==> src/rtl/config_frame_writer_pkg.sv <==
// Shared types and width helpers for the configuration frame writer.
// Widths depend on instance parameters, so they are provided as constant functions.
package config_frame_writer_pkg;

    typedef enum logic [2:0] {
        ST_IDLE   = 3'd0,
        ST_SHIFT  = 3'd1,
        ST_SETUP  = 3'd2,
        ST_STROBE = 3'd3,
        ST_HOLD   = 3'd4,
        ST_DONE   = 3'd5
    } state_e;

    // Total bits per frame: address bits followed by data bits.
    function automatic int unsigned frame_width(input int unsigned addr_width,
                                                input int unsigned data_width);
        return addr_width + data_width;
    endfunction

    // Width of the frame_count output: must hold the value num_frames.
    function automatic int unsigned count_width(input int unsigned num_frames);
        return $clog2(num_frames + 1);
    endfunction

endpackage

==> src/rtl/config_frame_shifter.sv <==
// Serial-in frame assembler: shift register, bit counter and frame-complete /
// truncation detection. Only FRAME_WIDTH-1 bits are stored; the last bit is bypassed.
module config_frame_shifter
    import config_frame_writer_pkg::*;
#(
    parameter int unsigned FRAME_WIDTH = frame_width(4, 1)
) (
    input  logic                   prog_clk,
    input  logic                   prog_rst_n,
    input  logic                   clear,
    input  logic                   xfer,
    input  logic                   bs_data,
    input  logic                   bs_last,
    output logic [FRAME_WIDTH-1:0] frame_next_c,
    output logic                   frame_done_c,
    output logic                   truncate_c
);

    localparam int unsigned CNT_W = $clog2(FRAME_WIDTH + 1);

    logic [FRAME_WIDTH-2:0] partial_q;
    logic [CNT_W-1:0]       bit_cnt_q;
    logic                   last_bit_c;

    assign frame_next_c = {partial_q, bs_data};
    assign last_bit_c   = (bit_cnt_q == CNT_W'(FRAME_WIDTH - 1));
    assign frame_done_c = xfer && last_bit_c;
    assign truncate_c   = xfer && bs_last && !last_bit_c;

    // Counter restarts after a full frame or a truncating bs_last, dropping any partial frame.
    always_ff @(posedge prog_clk or negedge prog_rst_n) begin
        if (!prog_rst_n) begin
            partial_q <= '0;
            bit_cnt_q <= '0;
        end else if (clear) begin
            partial_q <= '0;
            bit_cnt_q <= '0;
        end else if (xfer) begin
            partial_q <= frame_next_c[FRAME_WIDTH-2:0];
            if (last_bit_c || bs_last) begin
                bit_cnt_q <= '0;
            end else begin
                bit_cnt_q <= CNT_W'(bit_cnt_q + 1'b1);
            end
        end
    end

endmodule

==> src/rtl/config_frame_writer.sv <==
// Frame-based configuration writer: assembles serial frames and drives the
// enable/address/data_in latch bus with a setup / strobe / hold sequence.
module config_frame_writer
    import config_frame_writer_pkg::*;
#(
    parameter int unsigned ADDR_WIDTH    = 4,
    parameter int unsigned DATA_WIDTH    = 1,
    parameter int unsigned NUM_FRAMES    = 10,
    parameter int unsigned STROBE_CYCLES = 1
) (
    input  logic                                 prog_clk,
    input  logic                                 prog_rst_n,
    input  logic                                 cfg_start,
    input  logic                                 bs_valid,
    input  logic                                 bs_data,
    input  logic                                 bs_last,
    output logic                                 bs_ready,
    output logic                                 enable,
    output logic [ADDR_WIDTH-1:0]                address,
    output logic [DATA_WIDTH-1:0]                data_in,
    output logic                                 cfg_done,
    output logic                                 cfg_err,
    output logic [count_width(NUM_FRAMES)-1:0]   frame_count
);

    localparam int unsigned FRAME_WIDTH  = frame_width(ADDR_WIDTH, DATA_WIDTH);
    localparam int unsigned COUNT_WIDTH  = count_width(NUM_FRAMES);
    localparam int unsigned STROBE_CNT_W = $clog2(STROBE_CYCLES + 1);
    localparam logic [COUNT_WIDTH-1:0] COUNT_MAX = '1;

    state_e state_q, state_d;

    logic                    bs_ready_d;
    logic                    enable_d;
    logic [ADDR_WIDTH-1:0]   address_d;
    logic [DATA_WIDTH-1:0]   data_in_d;
    logic                    cfg_done_d;
    logic                    cfg_err_d;
    logic [COUNT_WIDTH-1:0]  frame_count_d;
    logic                    pending_done_q, pending_done_d;
    logic                    strobed_q, strobed_d;
    logic [STROBE_CNT_W-1:0] strobe_cnt_q, strobe_cnt_d;

    logic                   xfer_c;
    logic                   shift_clear_c;
    logic                   addr_illegal_c;
    logic [FRAME_WIDTH-1:0] frame_next_c;
    logic                   frame_done_c;
    logic                   truncate_c;

    // bs_ready is registered and equals (state == SHIFT), so no path from bs_valid.
    assign xfer_c         = bs_valid && bs_ready;
    assign addr_illegal_c = (32'(address) >= 32'(NUM_FRAMES));

    config_frame_shifter #(
        .FRAME_WIDTH (FRAME_WIDTH)
    ) u_shifter (
        .prog_clk     (prog_clk),
        .prog_rst_n   (prog_rst_n),
        .clear        (shift_clear_c),
        .xfer         (xfer_c),
        .bs_data      (bs_data),
        .bs_last      (bs_last),
        .frame_next_c (frame_next_c),
        .frame_done_c (frame_done_c),
        .truncate_c   (truncate_c)
    );

    always_ff @(posedge prog_clk or negedge prog_rst_n) begin
        if (!prog_rst_n) begin
            state_q <= ST_IDLE;
        end else begin
            state_q <= state_d;
        end
    end

    // Next state and next values of every registered output / status flag.
    always_comb begin
        state_d        = state_q;
        address_d      = address;
        data_in_d      = data_in;
        cfg_err_d      = cfg_err;
        frame_count_d  = frame_count;
        pending_done_d = pending_done_q;
        strobed_d      = strobed_q;
        strobe_cnt_d   = strobe_cnt_q;
        shift_clear_c  = 1'b0;

        case (state_q)
            ST_IDLE, ST_DONE: begin
                if (cfg_start) begin
                    state_d        = ST_SHIFT;
                    frame_count_d  = '0;
                    cfg_err_d      = 1'b0;
                    pending_done_d = 1'b0;
                    shift_clear_c  = 1'b1;
                end
            end
            ST_SHIFT: begin
                if (truncate_c) begin
                    cfg_err_d = 1'b1;
                    state_d   = ST_DONE;
                end else if (frame_done_c) begin
                    address_d      = frame_next_c[FRAME_WIDTH-1 -: ADDR_WIDTH];
                    data_in_d      = frame_next_c[DATA_WIDTH-1:0];
                    pending_done_d = bs_last;
                    state_d        = ST_SETUP;
                end
            end
            ST_SETUP: begin
                strobe_cnt_d = '0;
                if (addr_illegal_c) begin
                    cfg_err_d = 1'b1;
                    strobed_d = 1'b0;
                    state_d   = ST_HOLD;
                end else begin
                    strobed_d = 1'b1;
                    state_d   = ST_STROBE;
                end
            end
            ST_STROBE: begin
                if (strobe_cnt_q == STROBE_CNT_W'(STROBE_CYCLES - 1)) begin
                    state_d = ST_HOLD;
                end else begin
                    strobe_cnt_d = STROBE_CNT_W'(strobe_cnt_q + 1'b1);
                end
            end
            ST_HOLD: begin
                if (strobed_q && (frame_count != COUNT_MAX)) begin
                    frame_count_d = COUNT_WIDTH'(frame_count + 1'b1);
                end
                state_d = pending_done_q ? ST_DONE : ST_SHIFT;
            end
            default: begin
                state_d = ST_IDLE;
            end
        endcase

        bs_ready_d = (state_d == ST_SHIFT);
        enable_d   = (state_d == ST_STROBE);
        cfg_done_d = (state_d == ST_DONE);
    end

    always_ff @(posedge prog_clk or negedge prog_rst_n) begin
        if (!prog_rst_n) begin
            bs_ready       <= 1'b0;
            enable         <= 1'b0;
            address        <= '0;
            data_in        <= '0;
            cfg_done       <= 1'b0;
            cfg_err        <= 1'b0;
            frame_count    <= '0;
            pending_done_q <= 1'b0;
            strobed_q      <= 1'b0;
            strobe_cnt_q   <= '0;
        end else begin
            bs_ready       <= bs_ready_d;
            enable         <= enable_d;
            address        <= address_d;
            data_in        <= data_in_d;
            cfg_done       <= cfg_done_d;
            cfg_err        <= cfg_err_d;
            frame_count    <= frame_count_d;
            pending_done_q <= pending_done_d;
            strobed_q      <= strobed_d;
            strobe_cnt_q   <= strobe_cnt_d;
        end
    end

endmodule

==> config.mk <==
export PLATFORM = sky130hd
export DESIGN_NAME = config_frame_writer
export DESIGN_NICKNAME = d
export VERILOG_FILES = /design/src/rtl/config_frame_writer_pkg.sv /design/src/rtl/config_frame_shifter.sv /design/src/rtl/config_frame_writer.sv
export SDC_FILE = /design/constraint.sdc
export NUM_CORES = 1
export LEC_CHECK = 0
export ABC_AREA = 1
export CAP_MARGIN = 15
export CORE_ASPECT_RATIO = 1.75
export CORE_MARGIN = 2
export CORE_UTILIZATION = 25
export DETAILED_ROUTE_END_ITERATION = 10
export GPL_TIMING_DRIVEN = 0
export PLACE_DENSITY = 0.49
export SETUP_SLACK_MARGIN = 0.3
export SLEW_MARGIN = 40
export SYNTH_ARGS = -nofsm -noshare
export SYNTH_HDL_FRONTEND = slang
export SYNTH_SLANG_ARGS = --single-unit
==> constraint.sdc <==
create_clock -name prog_clk -period 1.9 [get_ports prog_clk]
set_input_delay 0.19 -clock prog_clk [delete_from_list [all_inputs] [get_ports prog_clk]]
set_output_delay 0.19 -clock prog_clk [all_outputs]
set_load 0.1 [all_outputs]
Word-level counts from Yosys, hierarchy flattened
Cells that the tools add are included.
{"block": "classes", "n_mux": 27, "add_sub_neg": 3, "bitwise": 1, "n_lt_le_gt_ge": 1, "n_reduce_logical": 18, "eq_ne": 16}
{"cell": "$mux W3", "count": 9}
{"cell": "$mux W4", "count": 4}
{"cell": "$pmux W3 S5", "count": 1}
{"cell": "$eq A3 B3 Y1 const B", "count": 4}
{"cell": "$ne A2 B2 Y1 const B", "count": 6}
{"cell": "$eq A3 B2 Y1 const B", "count": 3}
{"cell": "$mux W1", "count": 9}
{"cell": "$pmux W4 S2", "count": 1}
{"cell": "$reduce_and A4 Y1", "count": 2}
{"cell": "$reduce_bool A2 Y1", "count": 4}
{"cell": "$eq A3 B1 Y1 const B", "count": 2}
{"cell": "$reduce_and A3 Y1", "count": 2}
{"cell": "$logic_and A1 B1 Y1", "count": 5}
{"cell": "$add A4 B1 Y4 const B", "count": 1}
{"cell": "$ge A4 B4 Y1 const B", "count": 1}
{"cell": "$ne A4 B4 Y1 const B", "count": 1}
{"cell": "$pmux W1 S2", "count": 2}
{"cell": "$add A3 B1 Y3 const B", "count": 1}
{"cell": "$logic_not A3 Y1", "count": 1}
{"cell": "$pmux W1 S3", "count": 1}
{"cell": "$reduce_bool A3 Y1", "count": 1}
{"cell": "$reduce_or A2 Y1", "count": 1}
{"cell": "$add A1 B1 Y1 const B", "count": 1}
{"cell": "$logic_not A1 Y1", "count": 1}
{"cell": "2 further kinds", "count": 2}
{"block": "word_totals", "out_inout_bits": 13, "word_cells": 79, "reg_bits": 26}

Logic depth before layout (Yosys ltp)
Gate-level depths: netlist (run 1).
{"block": "logic_depth", "ltp_word": 6, "depth_mapped": 10, "depth_no_buf": 10}

Cells and area by module
Synthesis (run 1) repeated with hierarchy kept, for this count alone.
{"block": "unflattened", "cells_unflattened": 162, "hier_area_um2": 1358.8}
{"mod": "config_frame_writer", "n_inst": 1, "cells_per_inst": 118, "area_per_inst_um2": 1003.5, "seq_area_each_um2": 450.4}
{"mod": "config_frame_shifter", "n_inst": 1, "cells_per_inst": 44, "area_per_inst_um2": 355.3, "seq_area_each_um2": 175.2}

Least setup slack after synthesis (run 1)
Ideal clock, no wire load.
{"block": "synth_timing", "path_type": "register -> register", "from": "register frame_count[0]", "to": "register frame_count[3]", "path_stages_with_launch": 9, "path_buffers": 0, "setup_slack_ns": 0.010, "arrival_time_ns": 1.769, "setup_ns": 0.121, "cell_sequence": "dfrtp_1 > ha_1 > nand2_1 > inv_1 > nand2_1 > nand3_2 > nand2_1 > nand2_1 > nand2_1"}
{"block": "synth_via", "elab_chain_len": 4}
{"item": "from (decl)", "line_no": "config_frame_writer.sv:23", "text": "output logic [count_width(NUM_FRAMES)-1:0] frame_count"}
{"item": "from (signal assigned)", "line_no": "config_frame_writer.sv:163", "text": "frame_count <= frame_count_d;"}
{"item": "branches (longest 4 deep; another with $add A4 B1 Y4)"}
Parallel ways; which one is timed is not known. The select of a mux whose other input is x is not followed.
A chain may end at the register's enable or synchronous reset.

Worst setup path after layout (run 1)
{"block": "layout_timing", "from": "register address[2]", "to": "register cfg_done"}
{"block": "layout_via", "elab_chain_len": 4}
{"item": "from (decl)", "line_no": "config_frame_writer.sv:19", "text": "output logic [ADDR_WIDTH-1:0] address,"}
{"item": "from (signal assigned)", "line_no": "config_frame_writer.sv:159", "text": "address <= address_d;"}
{"item": "$ge A4 B4 Y1", "line_no": "config_frame_writer.sv:53", "text": "assign addr_illegal_c = (32'(address) >= 32'(NUM_FRAMES));"}
{"item": "$mux W3", "line_no": "config_frame_writer.sv:112", "text": "if (addr_illegal_c) begin"}
{"item": "$pmux W3 S5", "line_no": "config_frame_writer.sv:89", "text": "case (state_q)"}
{"item": "via state_d[0]", "line_no": "config_frame_writer.sv:31", "text": "state_e state_q, state_d;"}
{"item": "$eq A3 B3 Y1", "line_no": "config_frame_writer.sv:141", "text": "cfg_done_d = (state_d == ST_DONE);"}
{"item": "via cfg_done_d", "line_no": "config_frame_writer.sv:37", "text": "logic cfg_done_d;"}
{"item": "to (signal assigned)", "line_no": "config_frame_writer.sv:161", "text": "cfg_done <= cfg_done_d;"}
{"item": "to (decl)", "line_no": "config_frame_writer.sv:21", "text": "output logic cfg_done,"}
The timed path passes the listed nets, and every way through them passes these cells.

==> results of run 1 <==
==> area by class of cell <==
cell class | instances | area (um^2)
inverters | 26 | 97.6
clock inverters | 1 | 8.76
flip-flops and latches | 25 | 634
repair buffers | 21 | 135
fillers | 564 | 3450
plain buffers | 3 | 30.0
multi-input cells | 113 | 552
well taps | 54 | 67.6
clock buffers | 3 | 41.3
==> power groups by stage <==
stage	Combinational [W]	Clock (W)	Sequential [W]
floorplan	0.000487	0	0.00112
global placement	0.00110	0	0.000770
detailed placement	0.00105	0	0.000770
CTS	0.00105	0.000350	0.000760
global route	0.00118	0.000367	0.000777
finish	0.00107	0.000332	0.000756
==> metal layers <==
| layer | GRT usage, % | part of all wire, % |
|---|---|---|
| met1 | 11.9 | 39 |
| met2 | 20.9 | 58 |
| met3 | 0.780 | 1.1 |
| met4 | 5.77 | 1.7 |
| met5 | 0 | 0 |
==> worst max-delay path, stage by stage (launching register included) <==
cell and delay [ns]:
dfrtp_2 0.42, o21ai_0 0.34, nand2_1 0.21, nand4_1 0.19
nand2_1 0.09, nor2_1 0.11
==> cell families (layout without fill, tap and decap cells) <==
family / count (synthesis) / in the layout / synth area share [%]
buffers and inverters: 29 / 54 / 9.78
DFF: 25 / 25 / 47.9
adders and majority gates: 3 / 3 / 2.88
and+or+nand+nor: 93 / 93 / 31.7
xor gates and xnor gates: 2 / 2 / 1.34
AOI/OAI and AO/OA: 15 / 15 / 6.33
==> registers in the layout (all words and copies together) (netlist names) <==
| register | flops |
|---|---|
| cfg_done | 1 |
| data_in | 1 |
| address | 4 |
| frame_count | 4 |
| state_q | 3 |
| pending_done_q | 1 |
| u_shifter.partial_q | 4 |
| cfg_err | 1 |
| strobed_q | 1 |
| u_shifter.bit_cnt_q | 3 |
| bs_ready | 1 |
| enable | 1 |
==> repair_timing <==
item                                    in CTS  in global routing
endpoints found under the setup margin       0                  1
resized for setup                            0                  0
endpoints found under the hold margin       25                  0
hold buffers                                 1                  0
setup buffers                                0                  2
==> through the flow <==
stage / total power, W / area (um^2)
4_1_cts: 0.00216 / 1550
2_1_floorplan: 0.00161 / 1310
3_5_place_dp: 0.00182 / 1490
6_report: 0.00216 / 1570
3_3_place_gp: 0.00187 / 1560
5_1_grt: 0.00232 / 1570
==> Yosys cell counts (all sizes together) <==
master and instances:
buf 3, nor3 2, nand2 46, nand3 22
clkinv 1, xor2 2, dfrtp 25, o211ai 1
nand4 4, inv 25, nor2 19, ha 3
o21ai 14
==> final timing paths <==
| kind | startpoint | endpoint | slack (ns) | depth (start not counted) |
|---|---|---|---|---|
| max | address[2] | cfg_done | 0.48 | 5 |
| max in group asynchronous | prog_rst_n | frame_count[1] | 1.05 | 2 |
| min | prog_rst_n | data_in | 0.44 | 2 |
| min reg2reg | data_in | data_in | 0.48 | 2 |
| max reg2reg | address[2] | cfg_done | 0.48 | 5 |
| min in group prog_clk | data_in | data_in | 0.48 | 2 |
==> metrics.csv, run 1 <==
stage;metric;value;unit
synthesis;synth_top_area_share;47.9;%
grt;grtUsageTotal;11.2;%
clock_network;clkLatencyLatePin;0.27;ns
clock_network;cts_htree_levels;1;
synthesis;syn_avg_cell_area;7.81;um^2
clock_network;cts.sink_count;25;
place;hpwl;2.25;mm
pwr;ir_drop;0.737;mV
timing;worst_pin_slew;0.568;ns
clock_network;cts_tree;yes;
critical_path;worstPathRequired;2.10;ns
drt;vias;1106;
layout;layout_common_cells;nand2_1, nand3_1, dfrtp_1, inv_1, nor2_1;
timing;finClkSkew;0.00553;ns
min_path;hp-class;in2async;
timing;clock.fmax;703;MHz
pwr;p_int;0.00110;W
place;dp_cells;239;
drt;wire_per_inst;11.5;um
place;gp_congestion;0.754;
layout;n_antenna_cell;0;
clock_network;clk_path_buf_depth;2;
timing;tns;0;ns
clock_network;numCtsBuffers;3;
clock_network;cts_root_buf;clkbuf_8;
drt;drt.antenna.violating_nets;0;
timing;period_needed;1.42;ns
synthesis;syn_area;1310;um^2
layout;area_growth;20.0;%
timing;setup_viol;0;
floorplan;std_cell_rows;34;
synthesis;yosys_warnings;0;
timing;finalHoldWorstSlack;0.437;ns
synthesis;ys_seq_area_share;47.9;%
layout;fin_cells;246;
critical_path;startpoint_type;register;
pwr;power_density;1380;nW/um^2
critical_path;cp_data_arrival_time;1.63;ns
drt;drc_errors;0;
critical_path;cp_max_fo;3;
timing;fin_ws;0.477;ns
floorplan;ios;19;
timing;hold_violations;0;
pwr;power.share.clock;15.4;%
pwr;p_comb_share;49.5;%
timing;slew_headroom;62.2;%
pwr;swShare;48.9;%
place;pre_cts_ws;0.290;ns
drt;wl;2.84;mm
critical_path;crit_type;reg2reg;
floorplan;coreArea;5020;um^2
floorplan;die_w;58.6;um
pwr;seq_power_share;35.1;%
grt;grt_max_degree;26;
grt;grt_pass1_vias;1168;
place;numPortBuffers;18;
floorplan;die_height;99.6;um
synthesis;yosysTopAreaCell;dfrtp_1;
drt;dr.pass1.iters;4;
run;maxCapViolations;0;
status;status;complete, no violations;
layout;drive_above_1_share;24.0;%
synthesis;synth_area_leaders;dfrtp_1, nand2_1, nand3_1;
synthesis;synth_cell_types;20;
timing;rsz0062_at_grt;no;
layout;nets;202;
drt;drt-initial-drc-count;13;
floorplan;dieArea;5840;um^2
grt;grt_pass1_wl;5.04;mm
critical_path;end_kind;register;
clock_network;path_clk_slew;0.09;ns
synthesis;synthCells;167;
synthesis;synth_fp_nets;176;
timing;drv_slew;0;
drt;viasPerCell;4.50;
layout;final_util;31.2;%
timing;fin_crit_sh;74.9;%
grt;antenna_found_initial;0;
synthesis;yosys_register_bits;25;
floorplan;start_util;26.0;%
pwr;power_switching;0.00105;W
grt;grt_remaining_overflow;0;
layout;final_common_cell;nand2_1;
pwr;leakage;0.838;nW
Note: power is estimated with default switching activity, not from simulation.
==> run 2: changes to the inputs <==
--- a/config.mk
+++ b/config.mk
@@ -12,7 +12,7 @@
 export CORE_UTILIZATION = 25
 export DETAILED_ROUTE_END_ITERATION = 10
 export GPL_TIMING_DRIVEN = 0
-export PLACE_DENSITY = 0.49
+export PLACE_DENSITY = 0.5
 export SETUP_SLACK_MARGIN = 0.3
 export SLEW_MARGIN = 40
 export SYNTH_ARGS = -nofsm -noshare
==> constraint.sdc (replaced) <==
create_clock -name prog_clk -period 1.3 [get_ports prog_clk]
set_input_delay 0.13 -clock prog_clk [delete_from_list [all_inputs] [get_ports prog_clk]]
set_output_delay 0.13 -clock prog_clk [all_outputs]
set_load 0.1 [all_outputs]
==> run 2 against run 1 <==
Worst hold slack worse by 0.061 ns. The flow now finishes with violations (DRC, setup timing). First-iteration DRC count up 38%. Largest cell class is now multi-input combinational cells. Largest power group unchanged. Global-route usage up 2.4 points.
==> metrics.csv, run 2 (synthesized netlist as in run 1, its figures left out) <==
stage;metric;value;unit;change
place;gp_congestion;0.762;;+1.1%
clock_network;path_clk_slew;0.10;ns;about the same
critical_path;end_kind;register;;
layout;final_common_cell;nand2_1;;
grt;grt_pass1_vias;1362;;+17%
grt;grt_remaining_overflow;0;;unchanged
run;maxCapViolations;0;;unchanged
floorplan;dieArea;5840;um^2;unchanged
layout;nets;227;;+12%
timing;clock.fmax;747;MHz;+6.4%
critical_path;worstPathRequired;1.48;ns;-0.62 ns
timing;fin_ws;-0.0378;ns;-0.514 ns
grt;antenna_found_initial;0;;unchanged
status;violations;DRC, setup timing;;
timing;fin_crit_sh;103;%;+28 points
drt;vias;1273;;+15%
floorplan;ios;19;;unchanged
clock_network;cts.sink_count;25;;unchanged
critical_path;cp_data_arrival_time;1.51;ns;-0.12 ns
floorplan;die_height;99.6;um;unchanged
floorplan;std_cell_rows;34;;unchanged
critical_path;crit_top_cell;nand2_4;;
drt;drt.antenna.violating_nets;0;;unchanged
floorplan;die_w;58.6;um;unchanged
floorplan;coreArea;5020;um^2;unchanged
timing;finalHoldWorstSlack;0.376;ns;-0.0611 ns
pwr;seq_power_share;26.6;%;-8.5 points
pwr;power.share.clock;11.3;%;-4.1 points
timing;worst_pin_slew;0.582;ns;+0.0148 ns
pwr;p_comb_share;62.1;%;+13 points
pwr;power;0.00450;W;+110%
critical_path;critPathBufInv;2;;+2
timing;period_needed;1.34;ns;-0.0855 ns
critical_path;crit_type;reg2reg;;
timing;setup_viol;16;;+16
clock_network;cts_tree;yes;;
critical_path;cp_max_fo;5;;+2
layout;drive_above_1_share;58.1;%;+34 points
layout;layout_common_cells;nand2_1, buf_4, inv_1;;
clock_network;clkLatencyLatePin;0.28;ns;about the same
pwr;ir_drop;1.34;mV;+82%
min_path;hp-class;in2async;;
grt;grt_max_degree;26;;unchanged
critical_path;crit_family;simple AND/OR/NAND/NOR gates;;
drt;drc_errors;2;;+2
drt;viasPerCell;4.70;;+4.5%
timing;drv_slew;0;;unchanged
clock_network;cts_htree_levels;1;;unchanged
layout;fillers;485;;-14%
pwr;power_switching;0.00208;W;+97%
grt;grt_pass1_wl;6.09;mm;+21%
layout;final_util;46.8;%;+16 points
pwr;power_density;1920;nW/um^2;+39%
timing;hold_violations;0;;unchanged
clock_network;clk_path_buf_depth;2;;unchanged
clock_network;numCtsBuffers;3;;unchanged
pwr;leakage;1.07;nW;+28%
drt;drt-initial-drc-count;18;;+5
timing;rsz0062_at_grt;yes;;
critical_path;crit_slowest_cell;dfrtp_1;;
layout;area_growth;79.9;%;
layout;n_antenna_cell;0;;unchanged
pwr;p_int;0.00242;W;+120%
layout;reg_top3;address (4), frame_count (4), u_shifter.partial_q (4);;
timing;slew_headroom;61.2;%;-0.99 points
critical_path;slowest_delay;0.40;ns;-0.02 ns
pwr;swShare;46.2;%;-2.7 points
place;numPortBuffers;18;;unchanged
status;status;complete, but fails checks;;
drt;wl;3.78;mm;+33%
drt;wire_per_inst;13.9;um;+21%
critical_path;startpoint_type;register;;
critical_path;crit_chain;inv_2, ha_4, nand2_4, inv_6, nand2_4, nand2_4, nand4_1, nand2_2, nor2_2;;
floorplan;start_util;26.0;%;unchanged
grt;grtUsageTotal;13.6;%;+2.4 points
drt;dr.pass1.iters;7;;+3
place;hpwl;2.38;mm;+5.7%
timing;finClkSkew;0.00389;ns;-0.00163 ns
clock_network;cts_root_buf;clkbuf_8;;
[run 2: area by class of cell]
type / instances / area [um^2] / share of cell area, %
Buffer: 3 / 37.5 / 1.60
Clock buffer: 3 / 41.3 / 1.76
Clock inverter: 1 / 8.76 / 0.373
Inverter: 26 / 118 / 5.01
Multi-Input combinational cell: 113 / 855 / 36.4
Sequential cell: 25 / 657 / 28.0
Tap cell: 54 / 67.6 / 2.88
Timing Repair Buffer: 46 / 563 / 24.0
[run 2: what timing repair did]
item	4_1_cts	5_1_grt
gates resized for setup	88	33
cloned	1	0
setup endpoints to repair	38	38
pin swaps	12	12
hold buffers	1	0
setup buffers	19	7
hold endpoints to repair	25	0
[run 2: worst paths after layout]
kind	startpoint	end	slack, ns	cells past startpoint
max	u_shifter.bit_cnt_q[1]	cfg_done	-0.04	9
min	prog_rst_n	address[1]	0.38	2
max reg2reg	u_shifter.bit_cnt_q[1]	cfg_done	-0.04	9
min reg2reg	cfg_err	cfg_err	0.53	2
max in group asynchronous	prog_rst_n	bs_ready	0.48	2
min in group prog_clk	bs_data	data_in	0.46	3
[run 2: through the flow]
| stage | setup TNS [ns] | instance area (um^2) | std cells | setup slack, ns |
|---|---|---|---|---|
| after floorplan | -0.446 | 1430 | 167 | -0.0935 |
| after global placement | -15.61 | 1670 | 239 | -0.447 |
| after detailed placement | -2.38 | 1600 | 239 | -0.260 |
| after CTS | -0.157 | 2170 | 264 | -0.0419 |
| after global routing | -1.90 | 2350 | 271 | -0.127 |
| final | -0.211 | 2350 | 271 | -0.0378 |
[run 2: power by group through the flow]
stage,Combinational (W),Sequential [W],Clock (W)
global placement,0.00172,0.00117,0
CTS,0.00246,0.00119,0.000518
floorplan,0.000816,0.00168,0
finish,0.00279,0.00120,0.000507
detailed placement,0.00165,0.00117,0
global route,0.00298,0.00122,0.000551
[run 2: routing by layer]
layer | vias to the layer above | share of wire, % | routed length (um) | track usage [%]
li1 | 628 | - | - | -
met1 | 614 | 35 | 1340 | 13.5
met2 | 23 | 58 | 2210 | 25.7
met3 | 8 | 2.3 | 88 | 1.17
met4 | 0 | 3.8 | 144 | 8.74
met5 | - | 0 | 0 | 0
==> run 3: changes to the inputs <==
--- a/config.mk
+++ b/config.mk
@@ -14,7 +14,7 @@
 export GPL_TIMING_DRIVEN = 0
 export PLACE_DENSITY = 0.5
 export SETUP_SLACK_MARGIN = 0.3
-export SLEW_MARGIN = 40
+export SLEW_MARGIN = 20
 export SYNTH_ARGS = -nofsm -noshare
 export SYNTH_HDL_FRONTEND = slang
 export SYNTH_SLANG_ARGS = --single-unit
==> run 3 against run 2 <==
The run still ends with DRC, setup timing left. Utilization down 3.5 points. Critical endpoint unchanged. First-iteration DRC count down 5.6%. Final area down 7.6%. Register-to-register slack worse by 0.03 ns. Largest power group unchanged. Sequential share of layout area up 2.3 points. Largest cell class unchanged.
==> metrics.csv, run 3 (synthesized netlist as in run 1, its figures left out) <==
stage;metric;value;unit;change
critical_path;crit_slowest_cell;dfrtp_1;;
critical_path;worstPathRequired;1.48;ns;about the same
clock_network;numCtsBuffers;3;;unchanged
layout;fin_cells;266;;-1.8%
floorplan;ios;19;;unchanged
layout;reg_top3;address (4), frame_count (4), u_shifter.partial_q (4);;
timing;slew_headroom;75.6;%;+14 points
drt;drc_errors;2;;unchanged
grt;grtUsageTotal;12.8;%;-0.85 points
drt;dr.pass1.iters;7;;unchanged
timing;finClkSkew;0.00501;ns;+0.00112 ns
place;post_dp_cell_area;1670;um^2;+4.1%
clock_network;cts_root_buf;clkbuf_8;;
layout;n_antenna_cell;0;;unchanged
floorplan;coreArea;5020;um^2;unchanged
floorplan;start_util;26.0;%;unchanged
layout;final_common_cell;nand2_1;;
timing;rsz0062_at_grt;yes;;
place;dp_cells;239;;unchanged
timing;hold_violations;0;;unchanged
timing;tns;-0.565;ns;-0.354 ns
floorplan;std_cell_rows;34;;unchanged
floorplan;die_height;99.6;um;unchanged
timing;worst_pin_slew;0.366;ns;-0.217 ns
clock_network;path_clk_slew;0.10;ns;about the same
pwr;leakage;1.03;nW;-3.3%
grt;antenna_found_initial;0;;unchanged
layout;drive_above_1_share;49.5;%;-8.5 points
critical_path;crit_type;reg2reg;;
pwr;p_comb_share;59.5;%;-2.6 points
status;status;complete, but fails checks;;
pwr;swShare;45.7;%;-0.46 points
grt;grt_pass1_vias;1265;;-7.1%
drt;drt.antenna.violating_nets;0;;unchanged
clock_network;cts.sink_count;25;;unchanged
timing;setup_viol;20;;+4
clock_network;clk_path_buf_depth;2;;unchanged
critical_path;crit_top_cell;nand2_4;;
drt;drt-initial-drc-count;17;;-1
grt;grt_pass1_wl;5.73;mm;-6.0%
layout;nets;222;;-2.2%
timing;clock.fmax;732;MHz;-2.1%
grt;grt_remaining_overflow;0;;unchanged
drt;wire_per_inst;12.8;um;-8.0%
layout;fillers;508;;+4.7%
drt;vias;1212;;-4.8%
status;violations;DRC, setup timing;;
timing;fin_crit_sh;105;%;+2.2 points
clock_network;cts_htree_levels;1;;unchanged
pwr;power;0.00419;W;-6.8%
critical_path;crit_chain;inv_1, ha_1, nand2_1, inv_2, nand2_4, nand2_4, nand4_1, nand2_2, nor2_1;;
critical_path;end_kind;register;;
floorplan;dieArea;5840;um^2;unchanged
timing;period_needed;1.37;ns;+0.0288 ns
layout;fin_area;2170;um^2;-7.6%
pwr;seq_power_share;28.4;%;+1.8 points
layout;area_growth;66.3;%;
pwr;power_density;1930;nW/um^2;+0.82%
critical_path;critPathBufInv;2;;unchanged
critical_path;startpoint_type;register;;
drt;wl;3.41;mm;-9.7%
run;maxCapViolations;0;;unchanged
timing;drv_slew;0;;unchanged
pwr;ir_drop;0.995;mV;-26%
timing;fin_ws;-0.0667;ns;-0.0288 ns
critical_path;crit_family;simple AND/OR/NAND/NOR gates;;
clock_network;clkLatencyLatePin;0.28;ns;about the same
pwr;p_int;0.00227;W;-6.0%
critical_path;cp_max_fo;4;;-1
layout;layout_common_cells;nand2_1, inv_1, buf_4, nand3_1, dfrtp_1;;
floorplan;die_w;58.6;um;unchanged
pwr;power.share.clock;12.0;%;+0.7 points
grt;grt_max_degree;26;;unchanged
critical_path;cp_data_arrival_time;1.54;ns;+0.03 ns
place;numPortBuffers;18;;unchanged
place;gp_congestion;0.762;;unchanged
min_path;hp-class;in2async;;
pwr;power_switching;0.00192;W;-7.7%
place;hpwl;2.37;mm;-0.44%
critical_path;slowest_delay;0.40;ns;about the same
drt;viasPerCell;4.56;;-3.0%
clock_network;cts_tree;yes;;
==> run 3: changes by cell type in the layout (fill, tap and decap cells not counted), moves of 3 or more <==
cell,previous run,this run
buf_6,12,9
nand2_1,28,32
nand3_1,7,12
nand3_2,11,8
nor2_1,7,11
nor2_4,6,3
==> run 3: final timing paths <==
path / startpoint / to / slack (ns) / depth (start not counted)
max: u_shifter.bit_cnt_q[0] / cfg_done / -0.07 / 9
min: prog_rst_n / address[0] / 0.31 / 2
max reg2reg: u_shifter.bit_cnt_q[0] / cfg_done / -0.07 / 9
min reg2reg: strobed_q / strobed_q / 0.51 / 2
max in group asynchronous: prog_rst_n / frame_count[1] / 0.68 / 2
min in group prog_clk: bs_data / data_in / 0.44 / 3
==> run 3: per-stage QoR <==
stage,utilization (%),setup slack [ns],hold WS [ns]
floorplan,-,-0.0935,-0.166
finish,43.2,-0.0667,0.313
detailed placement,33.3,-0.397,0.164
global placement,33.4,-0.447,0.466
CTS,40.0,-0.0366,0.393
global route,43.2,-0.145,0.358
==> run 3: per-layer routing <==
metal,global-route usage [%],part of all wire (%),vias up
met5,0,0,-
met4,8.39,3.1,0
met3,0.780,1.8,8
met2,22.7,56,21
met1,14.0,39,566
li1,-,-,617
==> run 3: timing repair <==
action,in CTS,in global routing
hold buffers,1,0
cloned,0,1
buffers inserted,15,6
endpoints found under the hold margin,25,0
pin swaps,12,9
gates resized for setup,125,26
endpoints found under the setup margin,38,41
==> run 3: worst reg2reg max path, cell delays in order (launching register included) <==
cell	delay (ns)
dfrtp_1	0.40
inv_1	0.06
ha_1	0.13
nand2_1	0.06
inv_2	0.12
nand2_4	0.08
nand2_4	0.06
nand4_1	0.17
nand2_2	0.14
nor2_1	0.05
==> run 3: final cells by class <==
| class | count | area (um^2) | area share (%) |
|---|---|---|---|
| multi-input combinational | 113 | 748 | 34.5 |
| inverter | 26 | 105 | 4.84 |
| buffer | 3 | 37.5 | 1.73 |
| clock inverter | 1 | 8.76 | 0.404 |
| timing repair buffer | 41 | 504 | 23.2 |
| sequential | 25 | 657 | 30.3 |
| tap | 54 | 67.6 | 3.11 |
| clock buffer | 3 | 41.3 | 1.90 |
==> run 3: power by group through the flow <==
stage                     clock (W)  combinational [W]  sequential, W
final                      0.000505            0.00250        0.00119
after global routing       0.000555            0.00268        0.00121
after CTS                  0.000521            0.00222        0.00117
after detailed placement          0            0.00172        0.00117
after global placement            0            0.00172        0.00117
after floorplan                   0           0.000816        0.00168
